[src/rtl/im_pkg.sv]
// Shared definitions for the instruction-memory loader and the memory itself.
package im_pkg;
  localparam int IM_DEPTH  = 128;
  localparam int IM_AW     = 7;
  localparam int HDR_BYTES = 2;

  typedef enum logic [2:0] {
    S_IDLE, S_HDR, S_LOAD, S_WRITE, S_DONE, S_ERR
  } im_state_e;
endpackage

[src/rtl/im_word_pack.sv]
// Big-endian 8-to-32 byte packer; o_full is high for the cycle after the 4th byte.
module im_word_pack
  import im_pkg::*;
(
  input  logic        clk,
  input  logic        rst,
  input  logic        i_clr,
  input  logic        i_en,
  input  logic [7:0]  i_byte,
  output logic [31:0] o_word,
  output logic        o_full,
  output logic        o_last
);
  logic [31:0] r_sr;
  logic [1:0]  r_cnt;
  logic        r_full;

  always_ff @(posedge clk or posedge rst) begin
    if (rst) begin
      r_sr   <= '0;
      r_cnt  <= '0;
      r_full <= 1'b0;
    end else if (i_clr) begin
      r_sr   <= '0;
      r_cnt  <= '0;
      r_full <= 1'b0;
    end else begin
      r_full <= i_en && (r_cnt == 2'd3);
      if (i_en) begin
        r_sr  <= {r_sr[23:0], i_byte};
        r_cnt <= r_cnt + 2'd1;
      end
    end
  end

  assign o_word = r_sr;
  assign o_full = r_full;
  // Combinational so the FSM can leave LOAD on the same edge that takes byte 4.
  assign o_last = i_en && (r_cnt == 2'd3);
endmodule

[src/rtl/im_loader.sv]
// Loads a length-prefixed byte stream into instruction memory, one word per write strobe.
module im_loader
  import im_pkg::*;
#(
  parameter int DEPTH   = IM_DEPTH,
  parameter int AW      = IM_AW,
  parameter int TIMEOUT = 65535
) (
  input  logic          clk,
  input  logic          rst,
  input  logic          start,
  input  logic [7:0]    in_data,
  input  logic          in_valid,
  output logic          in_ready,
  output logic          mem_we,
  output logic [AW-1:0] mem_addr,
  output logic [31:0]   mem_data,
  output logic          busy,
  output logic          done,
  output logic          err,
  output logic [AW:0]   words_written
);
  localparam int TW = (TIMEOUT < 2) ? 1 : $clog2(TIMEOUT + 1);
  localparam int WW = AW + 1;

  im_state_e     r_state, w_next;
  logic          r_hcnt;
  logic [7:0]    r_hdr_hi;
  logic [15:0]   r_n;
  logic [TW-1:0] r_tmo;
  logic [AW-1:0] r_addr;
  logic [WW-1:0] r_wr;
  logic [31:0]   r_hold;

  logic          w_rdy, w_accept, w_start_ok, w_tmo_hit, w_last_word;
  logic          w_pk_en, w_pk_full, w_pk_last;
  logic [31:0]   w_pk_word;
  logic [15:0]   w_n;

  assign w_rdy       = (r_state == S_HDR) || (r_state == S_LOAD);
  assign w_accept    = in_valid && w_rdy;
  assign w_start_ok  = start && ((r_state == S_IDLE) || (r_state == S_DONE) || (r_state == S_ERR));
  assign w_tmo_hit   = !w_accept && (r_tmo == TW'(TIMEOUT - 1));
  assign w_n         = {r_hdr_hi, in_data};
  assign w_last_word = (16'(r_wr) + 16'd1) == r_n;
  assign w_pk_en     = w_accept && (r_state == S_LOAD);

  im_word_pack u_pack (
    .clk    (clk),
    .rst    (rst),
    .i_clr  (w_start_ok),
    .i_en   (w_pk_en),
    .i_byte (in_data),
    .o_word (w_pk_word),
    .o_full (w_pk_full),
    .o_last (w_pk_last)
  );

  always_ff @(posedge clk or posedge rst) begin
    if (rst) r_state <= S_IDLE;
    else     r_state <= w_next;
  end

  always_comb begin
    w_next = r_state;
    mem_we = 1'b0;
    busy   = 1'b0;
    done   = 1'b0;
    err    = 1'b0;
    case (r_state)
      S_IDLE: if (start) w_next = S_HDR;
      S_HDR: begin
        busy = 1'b1;
        if (w_accept && (r_hcnt == 1'(HDR_BYTES - 1))) begin
          if (w_n == 16'd0)             w_next = S_DONE;
          else if (w_n > 16'(DEPTH))    w_next = S_ERR;
          else                          w_next = S_LOAD;
        end else if (w_tmo_hit)         w_next = S_ERR;
      end
      S_LOAD: begin
        busy = 1'b1;
        if (w_pk_last)      w_next = S_WRITE;
        else if (w_tmo_hit) w_next = S_ERR;
      end
      S_WRITE: begin
        busy   = 1'b1;
        mem_we = 1'b1;
        w_next = w_last_word ? S_DONE : S_LOAD;
      end
      S_DONE: begin
        done = 1'b1;
        if (start) w_next = S_HDR;
      end
      S_ERR: begin
        err = 1'b1;
        if (start) w_next = S_HDR;
      end
      default: w_next = S_IDLE;
    endcase
  end

  always_ff @(posedge clk or posedge rst) begin
    if (rst) begin
      r_hcnt   <= 1'b0;
      r_hdr_hi <= '0;
      r_n      <= '0;
      r_tmo    <= '0;
      r_addr   <= '0;
      r_wr     <= '0;
      r_hold   <= '0;
    end else begin
      if (w_start_ok) begin
        r_hcnt <= 1'b0;
        r_tmo  <= '0;
        r_wr   <= '0;
      end else begin
        if (w_accept)   r_tmo <= '0;
        else if (w_rdy) r_tmo <= r_tmo + TW'(1);
        if (w_accept && (r_state == S_HDR)) begin
          if (r_hcnt == 1'(HDR_BYTES - 1)) begin
            r_n    <= w_n;
            r_hcnt <= 1'b0;
            r_addr <= '0;
          end else begin
            r_hdr_hi <= in_data;
            r_hcnt   <= 1'b1;
          end
        end
        if (r_state == S_WRITE) begin
          r_wr   <= r_wr + WW'(1);
          r_addr <= r_addr + AW'(1);
        end
      end
      if (w_pk_full) r_hold <= w_pk_word;
    end
  end

  // The packer's full flag coincides with WRITE, so the live word is shown there
  // and the captured copy is held everywhere else.
  assign mem_data      = w_pk_full ? w_pk_word : r_hold;
  assign mem_addr      = r_addr;
  assign in_ready      = w_rdy;
  assign words_written = r_wr;
endmodule
[config.mk]
export PLATFORM = sky130hd
export DESIGN_NAME = im_loader
export DESIGN_NICKNAME = d
export VERILOG_FILES = /design/src/rtl/im_pkg.sv /design/src/rtl/im_word_pack.sv /design/src/rtl/im_loader.sv
export SDC_FILE = /design/constraint.sdc
export NUM_CORES = 1
export LEC_CHECK = 0
export CORE_ASPECT_RATIO = 1.25
export CORE_UTILIZATION = 54
export CTS_BUF_LIST = sky130_fd_sc_hd__clkbuf_2 sky130_fd_sc_hd__clkbuf_4 sky130_fd_sc_hd__clkbuf_8
export CTS_CLUSTER_DIAMETER = 50
export DETAILED_ROUTE_END_ITERATION = 16
export HOLD_SLACK_MARGIN = 0.12
export PLACE_DENSITY_LB_ADDON = 0.15
export RECOVER_POWER = 100
export SETUP_SLACK_MARGIN = 0.4
export SYNTH_ARGS = -nofsm -noshare
export SYNTH_HDL_FRONTEND = slang
export SYNTH_SLANG_ARGS = --single-unit
[constraint.sdc]
create_clock -name clk -period 11.6 [get_ports clk]
set_input_delay 2.32 -clock clk [delete_from_list [all_inputs] [get_ports clk]]
set_output_delay 2.32 -clock clk [all_outputs]
set_load 0.03 [all_outputs]
# After elaboration in Yosys (flattened, before gate mapping)
# Index checks and enable logic that the tools add are counted.
# word_totals
register_bits,126
word_cells,81
# classes
addsub,5
n_lt_le_gt_ge,1
n_eq_ne,9
n_mux,29
bitwise_logic,2
reduce_logical,24
# op_table
op,count
two-way mux 32 bit,3
two-way mux 16 bit,3
two-way mux 3 bit,7
two-way mux 7 bit,3
"adder 16 x 1 -> 16 bit, second input constant",1
"equality test 16 bit, second input constant",1
equality test 9 x 16 -> 1 bit,1
"> comparator 16 x 8 -> 1 bit, second input constant",1
logical NOT 16 bit,1
two-way mux 8 bit,2
one-hot mux 3 bit (4 select lines),1
nonzero test 2 bit,5
"adder 8 x 1 -> 9 bit, second input constant",1
AND reduction 3 bit,3
"adder 8 x 1 -> 8 bit, second input constant",1
two-way mux 1 bit,8
"adder 7 x 1 -> 7 bit, second input constant",1
logical AND 1 bit,7
"equality test 3 x 2 -> 1 bit, second input constant",2
"equality test 3 bit, second input constant",2
OR reduction 3 bit,2
two-way mux 2 bit,2
"equality test 3 x 1 -> 1 bit, second input constant",1
logical NOT 3 bit,1
7 further kinds,10

# Logic depth before layout (Yosys ltp)
# Gate-level depths: netlist of the first run.
# depth
ltp_word,8
depth_mapped,8
depth_no_buf,8

# Cells and area by module
# From an unflattened synthesis of the first run, not the netlist that was laid out.
# hier_totals
hier_cells,525
area_unflattened_um2,5713.0
# by_module_without_submodules
mod,instances,cells_each,area_per_inst_um2,seq_area_each_um2
im_loader,1,410,4247.8,2277.2
im_word_pack,1,115,1465.2,875.8

# Worst setup path after synthesis of the first run
# OpenSTA, ideal clock, no wires.
# synth_timing
path_type,register to output
from,reg r_state[1]
to,out in_ready
arrival_time_ns,1.322
setup_slack_ns,7.958
stages_incl_launch_ff,4
cell_sequence,dfrtp_1 -> buf_4 -> nand2b_1 -> a21oi_1
# synth_via
elab_chain_len,2
# synth_lines
item,line_no,text
start: declaration,im_loader.sv:26,"im_state_e r_state, w_next;"
start signal: assignment,im_loader.sv:61,else r_state <= w_next;
equality test 3 x 1 -> 1 bit / equality test 3 x 2 -> 1 bit (equally long branches),im_loader.sv:40,assign w_rdy = (r_state == S_HDR) || (r_state == S_LOAD);
logical OR 1 bit (*),im_loader.sv:40,
end: declaration,im_loader.sv:14,"output logic in_ready,"
# Every way passes the cells marked *; elsewhere a longest branch is shown, timed or not.

# Worst setup path after layout of the first run
# layout_timing
from,"reg u_pack.r_full, in the netlist u_pack.o_full"
to,out mem_data[15]
# layout_via
elab_chain_len,1
# layout_lines
item,line_no,text
start: declaration,im_word_pack.sv:16,logic r_full;
start signal: assignment,im_word_pack.sv:28,r_full <= i_en && (r_cnt == 2'd3);
two-way mux 32 bit,-,
end: declaration,im_loader.sv:17,"output logic [31:0] mem_data,"
# No other way between the ends.

==> metrics.txt, run 1 <==
Gate power share 0.354; H-tree Lvls 4; Post-Syn Nets between 500 and 600; Core Region between 10000 and 15000 µm²; Sequential Power Share 0.434; Overflow after GRT 0; Worst Path Class, Setup reg -> out; RSZ-0062 raised after global routing no; sequential area share after synthesis 0.560; Detail Route Antenna Nets 0; Port Buffer Count 63; max-slew violation count 76; Final #Nets 611; r2r setup slk 8.81 ns; fill cell count 824; skew final 0.00911 ns; maxcap violations 2; I/O pins 64; finished layout cell area roughly 6700 µm²; Critical Path RT 9.28 ns; DRC Markers 0; Final Hold Vio Count 0; Tcrit/Tclk final 0.479; final wirelength 11700 µm; Synth Instances 535; setup TNS 0 ns; die area 10800 µm²; die width 93.3 µm; status complete, but fails checks; CP max FO 32; vias in the first global route 3989; relative slew slack -0.209; placed cell areas 6320 µm²; reg2reg start r_state[1]$_DFFE_PP0P_; switching share of power 0.393; diode count 0; hold bufs inserted after CTS 0; yosys warns 0; layout cell share with drive strength beyond 1 0.104; Max Clock Freq 180 MHz; Via Count slightly above 4000; Setup crit end mem_data[15]; Worst-Margin Slew 1.81 ns; pwr/cell area 252 nW/µm²; largest area contributor in the netlist dfrtp_1; DRT iter0 DRCs 197; clock share of power 0.211; synth unique cells 52; largest net degree at the start of global routing 86; total track usage 0.238; Post-synth top cells 126 x dfrtp_1, 115 x nand2_1, 41 x mux2_2, 36 x a21oi_1, 28 x nor2_1; CP bufs+invs 2; Worst setup SP type flop; Worst EP arrival 3.24 ns; GPL Wtd Cong 0.850; Avg Cell Area, Syn 10.5 µm²; Hold Crit Class reg -> reg; family with the most delay on the worst path buffers and inverters; Inserted Clock Buffers 17; first-pass GRT wire length 19600 µm; Pre-antenna DRT Iters 4; failing checks capacitance limit, slew limit; Post-CTS Repair Setup Buffers 0; most frequent cell after synthesis dfrtp_1; clock tree buffer depth 2; clk_lat worst skew 0.44 ns; initial antenna violation count 0; post-cts resize count 0; Root Driver clkbuf_8; R2R cell count 5; most common flop cell mapped by yosys dfrtp_1; Die Y 116 µm; CP Capture Type primary output; Period minus WS final 5.56 ns; EDFF count, synth 0; Switching Power about 0.00066 W; Async SR Flop Fraction 1.00; Pleak 3.11 nW; # rows 41; # setup viols final 0; Layout Area Growth over Synthesis 18.5%; clock tree sinks approximately 130; Levels on crit path 3; non-filler cells, final approximately 740; crit path from u_pack.o_full$_DFF_PP0_; Starting Density 0.557; WL per Instance between 15 and 20 µm; Reg-to-Reg End r_tmo[4]$_DFFE_PP0P_; HPWL Detailed 8090 µm; vias per cell 5.57; worst-path cell chain clkbuf_1, mux2_1, dlygate4sd3_1; clk slew on worst S/H paths 0.07 ns; Mapped Area 5630 µm²; Int Pwr 0.00102 W; Peak VDD IR roughly 170 µV; slowest CP cell clkbuf_1; crit-path max cell delay between 1 and 1.5 ns; Hold Path Depth 2; post-synth top area share 0.560; synth top area cells dfrtp_1 56%, mux2_2 8.2%, nand2_1 7.7%, a21oi_1 3.2%, xor2_1 2.2%; Yosys reg bits between 100 and 150; TritonCTS clock tree done; placed insts 704
[power by group through the flow]
| stage | clock network, W | registers (W) | logic (W) |
|---|---|---|---|
| 2_1_floorplan | 0 | 0.000718 | 0.000426 |
| 3_3_place_gp | 0 | 0.000732 | 0.000618 |
| 3_5_place_dp | 0 | 0.000738 | 0.000636 |
| 4_1_cts | 0.000364 | 0.000734 | 0.000639 |
| 5_1_grt | 0.000384 | 0.000753 | 0.000657 |
| 6_report | 0.000356 | 0.000731 | 0.000597 |
[final cells by class]
class | count | area, µm² | share of cell area
Timing Repair Buffer | 67 | 653 | 0.0979
Clock inverter | 13 | 116 | 0.0174
Clock buffer | 19 | 262 | 0.0392
Tap cell | 129 | 161 | 0.0242
Multi-Input combinational cell | 373 | 2290 | 0.343
Sequential cell | 126 | 3150 | 0.473
Inverter | 9 | 36.3 | 0.00544
[metrics by stage]
step / utilization / power (W) / worst slack, ns / hold slack, ns
floorplan: - / 0.00114 / 5.92 / 0.437
CTS: 0.663 / 0.00174 / 6.92 / 0.477
global route: 0.660 / 0.00179 / 5.89 / 0.500
finish: 0.660 / 0.00168 / 6.04 / 0.471
detailed placement: 0.625 / 0.00137 / 7.11 / 0.461
global placement: 0.625 / 0.00135 / 7.20 / 0.452
[flip-flops by register name, indices dropped and copies added, names as in the netlist, 2 cells and up]
register / flops
r_hold: 32
u_pack.r_cnt: 2
mem_addr: 7
words_written: 8
r_state: 3
r_hdr_hi: 8
r_n: 16
r_tmo: 16
u_pack.o_word: 32
[worst min-delay path by stage]
stage / startpoint / to
after floorplan: r_n[15]$_DFFE_PP0P_ / r_n[15]$_DFFE_PP0P_
after global placement: r_n[14]$_DFFE_PP0P_ / r_n[14]$_DFFE_PP0P_
after detailed placement: r_n[13]$_DFFE_PP0P_ / r_n[13]$_DFFE_PP0P_
after CTS: r_n[13]$_DFFE_PP0P_ / r_n[13]$_DFFE_PP0P_
after global routing: r_n[13]$_DFFE_PP0P_ / r_n[13]$_DFFE_PP0P_
final: r_n[13]$_DFFE_PP0P_ / r_n[13]$_DFFE_PP0P_
[per-layer routing]
layer / vias to the layer above / global-route usage / part of all wire
met5: - / 0 / 0
met4: 0 / 0.111 / 0.022
met1: 2027 / 0.294 / 0.42
li1: 1965 / - / -
met3: 18 / 0.0508 / 0.039
met2: 88 / 0.404 / 0.51
[cells in the final DEF, fill, tap and decap left out, types with 2 or more instances in the layout]
| cell | netlist | layout |
|---|---|---|
| a211o_1 | 2 | 2 |
| a211oi_1 | 5 | 5 |
| a21oi_1 | 36 | 36 |
| a22o_1 | 11 | 11 |
| a31oi_1 | 3 | 3 |
| and2b_2 | 2 | 2 |
| and3_1 | 4 | 4 |
| and4_1 | 2 | 2 |
| buf_4 | 3 | 2 |
| clkbuf_1 | 10 | 2 |
| clkbuf_8 | 0 | 19 |
| clkdlybuf4s50_1 | 0 | 8 |
| clkinv_2 | 1 | 4 |
| clkinv_4 | 0 | 2 |
| clkinvlp_4 | 0 | 6 |
| dfrtp_1 | 126 | 126 |
| dlygate4sd3_1 | 0 | 55 |
| ha_1 | 5 | 5 |
| inv_1 | 8 | 7 |
| mux2_1 | 0 | 24 |
| mux2_2 | 41 | 17 |
| nand2_1 | 115 | 115 |
| nand2b_1 | 5 | 5 |
| nand3_1 | 14 | 14 |
| nand3b_1 | 2 | 2 |
| nand4_1 | 11 | 11 |
| nor2_1 | 28 | 27 |
| nor2b_1 | 2 | 3 |
| nor3_1 | 3 | 4 |
| nor4_1 | 5 | 5 |
| o21ai_0 | 22 | 23 |
| o22ai_1 | 2 | 2 |
| o31ai_1 | 4 | 4 |
| or3_1 | 7 | 7 |
| xnor2_1 | 9 | 9 |
| xor2_1 | 14 | 14 |
[cells by family (layout without fill, tap and decap cells)]
group                    after synthesis  after routing  synth area share
AND/OR/NAND/NOR                      210            210             0.174
buffers and inverters                 36            108            0.0309
flip-flops                           126            126             0.560
adder cells (fa/ha/maj)                5              5            0.0111
AO/OA/AOI/OAI                         94             94             0.106
XOR/XNOR                              23             23            0.0358
multiplexers                          41             41            0.0820
[worst register-to-register path: stages, from the launching register on]
cell and delay, ns:
dfrtp_1 0.52, nor2b_1 0.22, nor2b_1 0.32, clkbuf_1 0.82, nand2b_1 0.60, o21ai_0 0.18
No activity file was read; power rests on OpenSTA's default activity.
==> run 2, diff against run 1 <==
Clock period 11.6 ns to 5.3 ns, I/O delays scaled along.
==> run 2 against run 1 <==
The flow still finishes with violations (capacitance limit, slew limit). Flip-flop and latch count did not move. Die area did not move. Setup slack got worse by 5.0 ns. Hold slack improved by 0.0051 ns. Clock skew barely moved. Sequential power rose by 120%. Critical path depth did not move.
==> metrics.txt, run 2 (same netlist as run 1, synthesis figures left out) <==
Worst EP arrival 3.21 ns; WL per Instance 16.2 µm; clk_lat worst skew ~0.44 ns; Worst setup SP type flop; hold bufs inserted after CTS 0; total track usage 0.240; vias per cell 5.61; TritonCTS clock tree done; max-slew violation count 97; fill cell count 791; Port Buffer Count 63; setup TNS 0 ns; Final #Nets 612; Inserted Clock Buffers 17; post-cts resize count 0; Critical Path RT about 4.2 ns; Tcrit/Tclk final 0.806; Max Clock Freq 234 MHz; CP max FO 32; failing checks capacitance limit, slew limit; Worst-Margin Slew 2.80 ns; most frequent cells in the layout 126 x dfrtp_1, 115 x nand2_1, 36 x a21oi_1, 36 x clkdlybuf4s50_1, 28 x nor2_1; vias in the first global route 4061; # setup viols final 0; Period minus WS final 4.27 ns; clock tree buffer depth 2; die area around 11000 µm²; CP Capture Type primary output; placed cell areas 6330 µm²; Layout Area Growth over Synthesis 19.2%; Die Y 116 µm; hold_ws 0.476 ns; die width 93.3 µm; status complete, but fails checks; HPWL Detailed ~8000 µm; GPL Wtd Cong 0.857; largest net degree at the start of global routing 64; Worst Path Class, Setup reg -> out; Overflow after GRT 0; clk slew on worst S/H paths 0.07 ns; layout cell share with drive strength beyond 1 0.0992; DRC Markers 0; multi-input logic area 2290 µm²; pwr/cell area between 500 and 600 nW/µm²; clock tree sinks around 130; Post-CTS Repair Setup Buffers 0; Core Region 10100 µm²; Detail Route Antenna Nets 0; relative slew slack -0.878; Pre-antenna DRT Iters 5; Starting Density 0.557; register area about 3200 µm²; post-route setup slack 1.03 ns; Final Util 0.664; Root Driver clkbuf_8; Pleak around 3.1 nW; H-tree Lvls 4; diode count 0; I/O pins 64; Hold Crit Class reg -> reg; Setup WS pre-CTS about 2.2 ns; RSZ-0062 raised after global routing no; initial antenna violation count 0; skew final 0.00941 ns; most common cell after layout, fill and taps aside dfrtp_1; # rows between 40 and 50; maxcap violations 2; DRT iter0 DRCs 166; Peak VDD IR 281 µV; finished layout cell area between 6000 and 7000 µm²; Via Count around 4000; first-pass GRT wire length 19800 µm; Final Hold Vio Count 0; final wirelength 11900 µm
run 2: where the power goes:
part           switching (W)  internal [W]
registers           0.000287       0.00132
clock network       0.000358      0.000510
logic               0.000782      0.000557
run 2: worst max-delay path, cell delays in order, from the launching register on:
cell and delay (ns):
dfrtp_1 0.32, clkbuf_1 1.33, mux2_1 0.42, dlygate4sd3_1 0.70
run 2: final timing paths:
check	from	endpoint	slack [ns]	cells past startpoint
setup / recovery	u_pack.o_full$_DFF_PP0_	mem_data[2]	1.03	3
hold / removal	r_n[13]$_DFFE_PP0P_	r_n[13]$_DFFE_PP0P_	0.48	2
setup reg to reg	r_state[0]$_DFFE_PP0P_	r_tmo[4]$_DFFE_PP0P_	2.64	5
hold reg to reg	r_n[13]$_DFFE_PP0P_	r_n[13]$_DFFE_PP0P_	0.48	2
max in group asynchronous	rst	r_hold[2]$_DFF_PP0_	2.04	3
min in group asynchronous	rst	r_tmo[10]$_DFFE_PP0P_	1.87	2
run 2: area by class of cell:
type	count	share of cell area
clock buffer	23	0.0444
clock inverter	6	0.0164
inverter	9	0.00541
multi-input combinational	373	0.341
sequential	126	0.470
tap	129	0.0241
timing repair buffer	68	0.0985
run 2: routing by layer:
layer  share of wire  GRT usage
met5               0          0
met3           0.044     0.0632
met1            0.44      0.302
met4           0.016     0.0903
met2            0.50      0.401
run 2: stage by stage:
| step | cells | power (W) |
|---|---|---|
| 3_5_place_dp | 705 | 0.00300 |
| 2_1_floorplan | 535 | 0.00250 |
| 3_3_place_gp | 705 | 0.00295 |
| 5_1_grt | 734 | 0.00404 |
| 4_1_cts | 734 | 0.00388 |
| 6_report | 734 | 0.00381 |
==> run 3, diff against run 2 <==
Settings changed: CORE_UTILIZATION 54 to 52.
Clock period 5.3 ns to 3.5 ns, I/O delays scaled along.
==> run 3 against run 2 <==
First-iteration DRC count increased by 23%. The run ends with DRC, capacitance limit, slew limit left. Cell count increased by 0.95%. Global-route usage decreased by 1.1 points. Via count increased by 0.29%. Clock power increased by 70%. Clock skew decreased by 0.00089 ns. Core utilization decreased by 2.1 points. Non-clock buffer count increased by 1. Critical path depth increased by 1. Design area increased by 1.2%. Setup slack got worse by 0.59 ns.
==> metrics.txt, run 3 (same netlist as run 1, synthesis figures left out) <==
Switching Power 0.00216 W; Final #Nets 613; Post-CTS Repair Setup Buffers 0; DRC Markers 1; Via Count 4127; final wirelength 11800 µm; Die Y 118 µm; hold bufs inserted after CTS 0; r2r setup slk 0.93 ns; Setup crit end mem_we; Levels on crit path 4; clock tree buffer depth 2; Hold Crit Class reg -> reg; HPWL Detailed 7700 µm; TritonCTS clock tree done; largest net degree at the start of global routing 95; relative slew slack -0.171; R2R cell count 6; CP Capture Type primary output; Layout Area Growth over Synthesis 20.6%; Starting Density 0.533; reg2reg start r_state[0]$_DFFE_PP0P_; Detail Route Antenna Nets 0; Peak VDD IR 452 µV; failing checks DRC, capacitance limit, slew limit; Core Region 10600 µm²; CP bufs+invs 2; switching share of power 0.369; Pleak roughly 3.2 nW; Worst EP arrival 2.36 ns; Max Clock Freq about 330 MHz; diode count 0; first-pass GRT wire length between 15000 and 20000 µm; vias in the first global route 4043; Reg-to-Reg End words_written[6]$_DFFE_PP0P_; Pre-antenna DRT Iters 11; setup TNS 0 ns; placed cell areas 6350 µm²; pwr/cell area a little under 900 nW/µm²; crit-path max cell delay 0.73 ns; # setup viols final 0; H-tree Lvls 4; Inserted Clock Buffers 17; I/O pins 64; Overflow after GRT 0; GPL Wtd Cong 0.787; clock tree sinks 126; maxcap violations 1; clock share of power 0.251; clk_lat worst skew 0.45 ns; Worst-Margin Slew 1.76 ns; Tcrit/Tclk final 0.875; Gate power share 0.339; # rows 42; Worst setup SP type flop; Port Buffer Count 63; Sequential Power Share 0.410; Total Power 0.00587 W; Final Hold Vio Count 0; max-slew violation count 33; vias per cell 5.57; family with the most delay on the worst path buffers and inverters; worst-path cell chain and2b_2, nand2_2, clkinv_2, dlygate4sd3_1; slowest CP cell dlygate4sd3_1; total track usage 0.229; WL per Instance 16.0 µm; crit path from r_state[2]$_DFFE_PP0P_; Period minus WS final approximately 3.1 ns; most common cell after layout, fill and taps aside dfrtp_1; Root Driver clkbuf_8; CP max FO 14; fill cell count 885; initial antenna violation count 0; skew final 0.00852 ns; RSZ-0062 raised after global routing no; die width 95.1 µm; Int Pwr 0.00370 W; Worst Path Class, Setup reg -> out; clk slew on worst S/H paths around 0.070 ns; status complete, but fails checks; die area 11200 µm²; Critical Path RT 2.80 ns; DRT iter0 DRCs about 210; most frequent cells in the layout 124 x dfrtp_1, 115 x nand2_1, 55 x dlygate4sd3_1; finished layout cell area 6790 µm²; layout cell share with drive strength beyond 1 0.125
[run 3: cell types whose count changed in the layout (fill, tap and decap cells not counted), moves of 2 or more]
cell	change
mux2_1	-10
clkinv_2	+3
mux2_2	+10
dlygate4sd3_1	+28
dfrtp_2	+2
bufinv_16	+2
clkdlybuf4s50_1	-28
dfrtp_1	-2
[run 3: cell type report]
| class | instances | area [µm²] | area share |
|---|---|---|---|
| Sequential cell | 126 | 3160 | 0.465 |
| Inverter | 9 | 36.3 | 0.00535 |
| Tap cell | 132 | 165 | 0.0243 |
| Timing Repair Buffer | 69 | 677 | 0.0997 |
| Clock inverter | 11 | 186 | 0.0275 |
| Multi-Input combinational cell | 373 | 2290 | 0.338 |
| Clock buffer | 21 | 277 | 0.0407 |
[run 3: how the worst min path moves through the flow]
stage | slack (ns) | startpoint | endpoint | cells past startpoint
CTS | 0.48 | r_n[13]$_DFFE_PP0P_ | r_n[13]$_DFFE_PP0P_ | 2
finish | 0.47 | r_n[13]$_DFFE_PP0P_ | r_n[13]$_DFFE_PP0P_ | 2
detailed placement | 0.46 | r_n[13]$_DFFE_PP0P_ | r_n[13]$_DFFE_PP0P_ | 2
global placement | 0.45 | r_n[13]$_DFFE_PP0P_ | r_n[13]$_DFFE_PP0P_ | 2
global route | 0.51 | r_hold[10]$_DFF_PP0_ | r_hold[10]$_DFF_PP0_ | 1
floorplan | 0.44 | r_n[15]$_DFFE_PP0P_ | r_n[15]$_DFFE_PP0P_ | 2
[run 3: worst min-delay path, stage by stage (launching register included)]
cell and delay [ns]:
dfrtp_1 0.34, nand2_1 0.05, nand2_1 0.05
[run 3: per-stage QoR]
step	setup WS [ns]	utilization	std cells	hold slack [ns]
2_1_floorplan	1.25	-	535	0.437
3_3_place_gp	0.949	0.601	709	0.453
3_5_place_dp	0.890	0.601	709	0.458
4_1_cts	0.455	0.645	741	0.476
5_1_grt	0.233	0.643	741	0.507
6_report	0.437	0.643	741	0.474
[run 3: layer usage]
| metal | GRT usage | wire, µm | vias to the layer above |
|---|---|---|---|
| li1 | - | - | 1972 |
| met1 | 0.294 | 5260 | 2043 |
| met2 | 0.363 | 5830 | 90 |
| met3 | 0.0586 | 507 | 22 |
| met4 | 0.0994 | 235 | 0 |
| met5 | 0 | 0 | - |
[run 3: repair_timing]
action	CTS	global route
endpoints found under the setup margin	1	1
pin swaps	0	0
gates resized for setup	1	1
[run 3: power groups by stage]
stage / clock network (W) / logic, W / registers [W]
after floorplan: 0 / 0.00141 / 0.00238
final: 0.00147 / 0.00199 / 0.00241
after CTS: 0.00150 / 0.00212 / 0.00241
after global placement: 0 / 0.00207 / 0.00241
after global routing: 0.00156 / 0.00217 / 0.00248
after detailed placement: 0 / 0.00211 / 0.00243
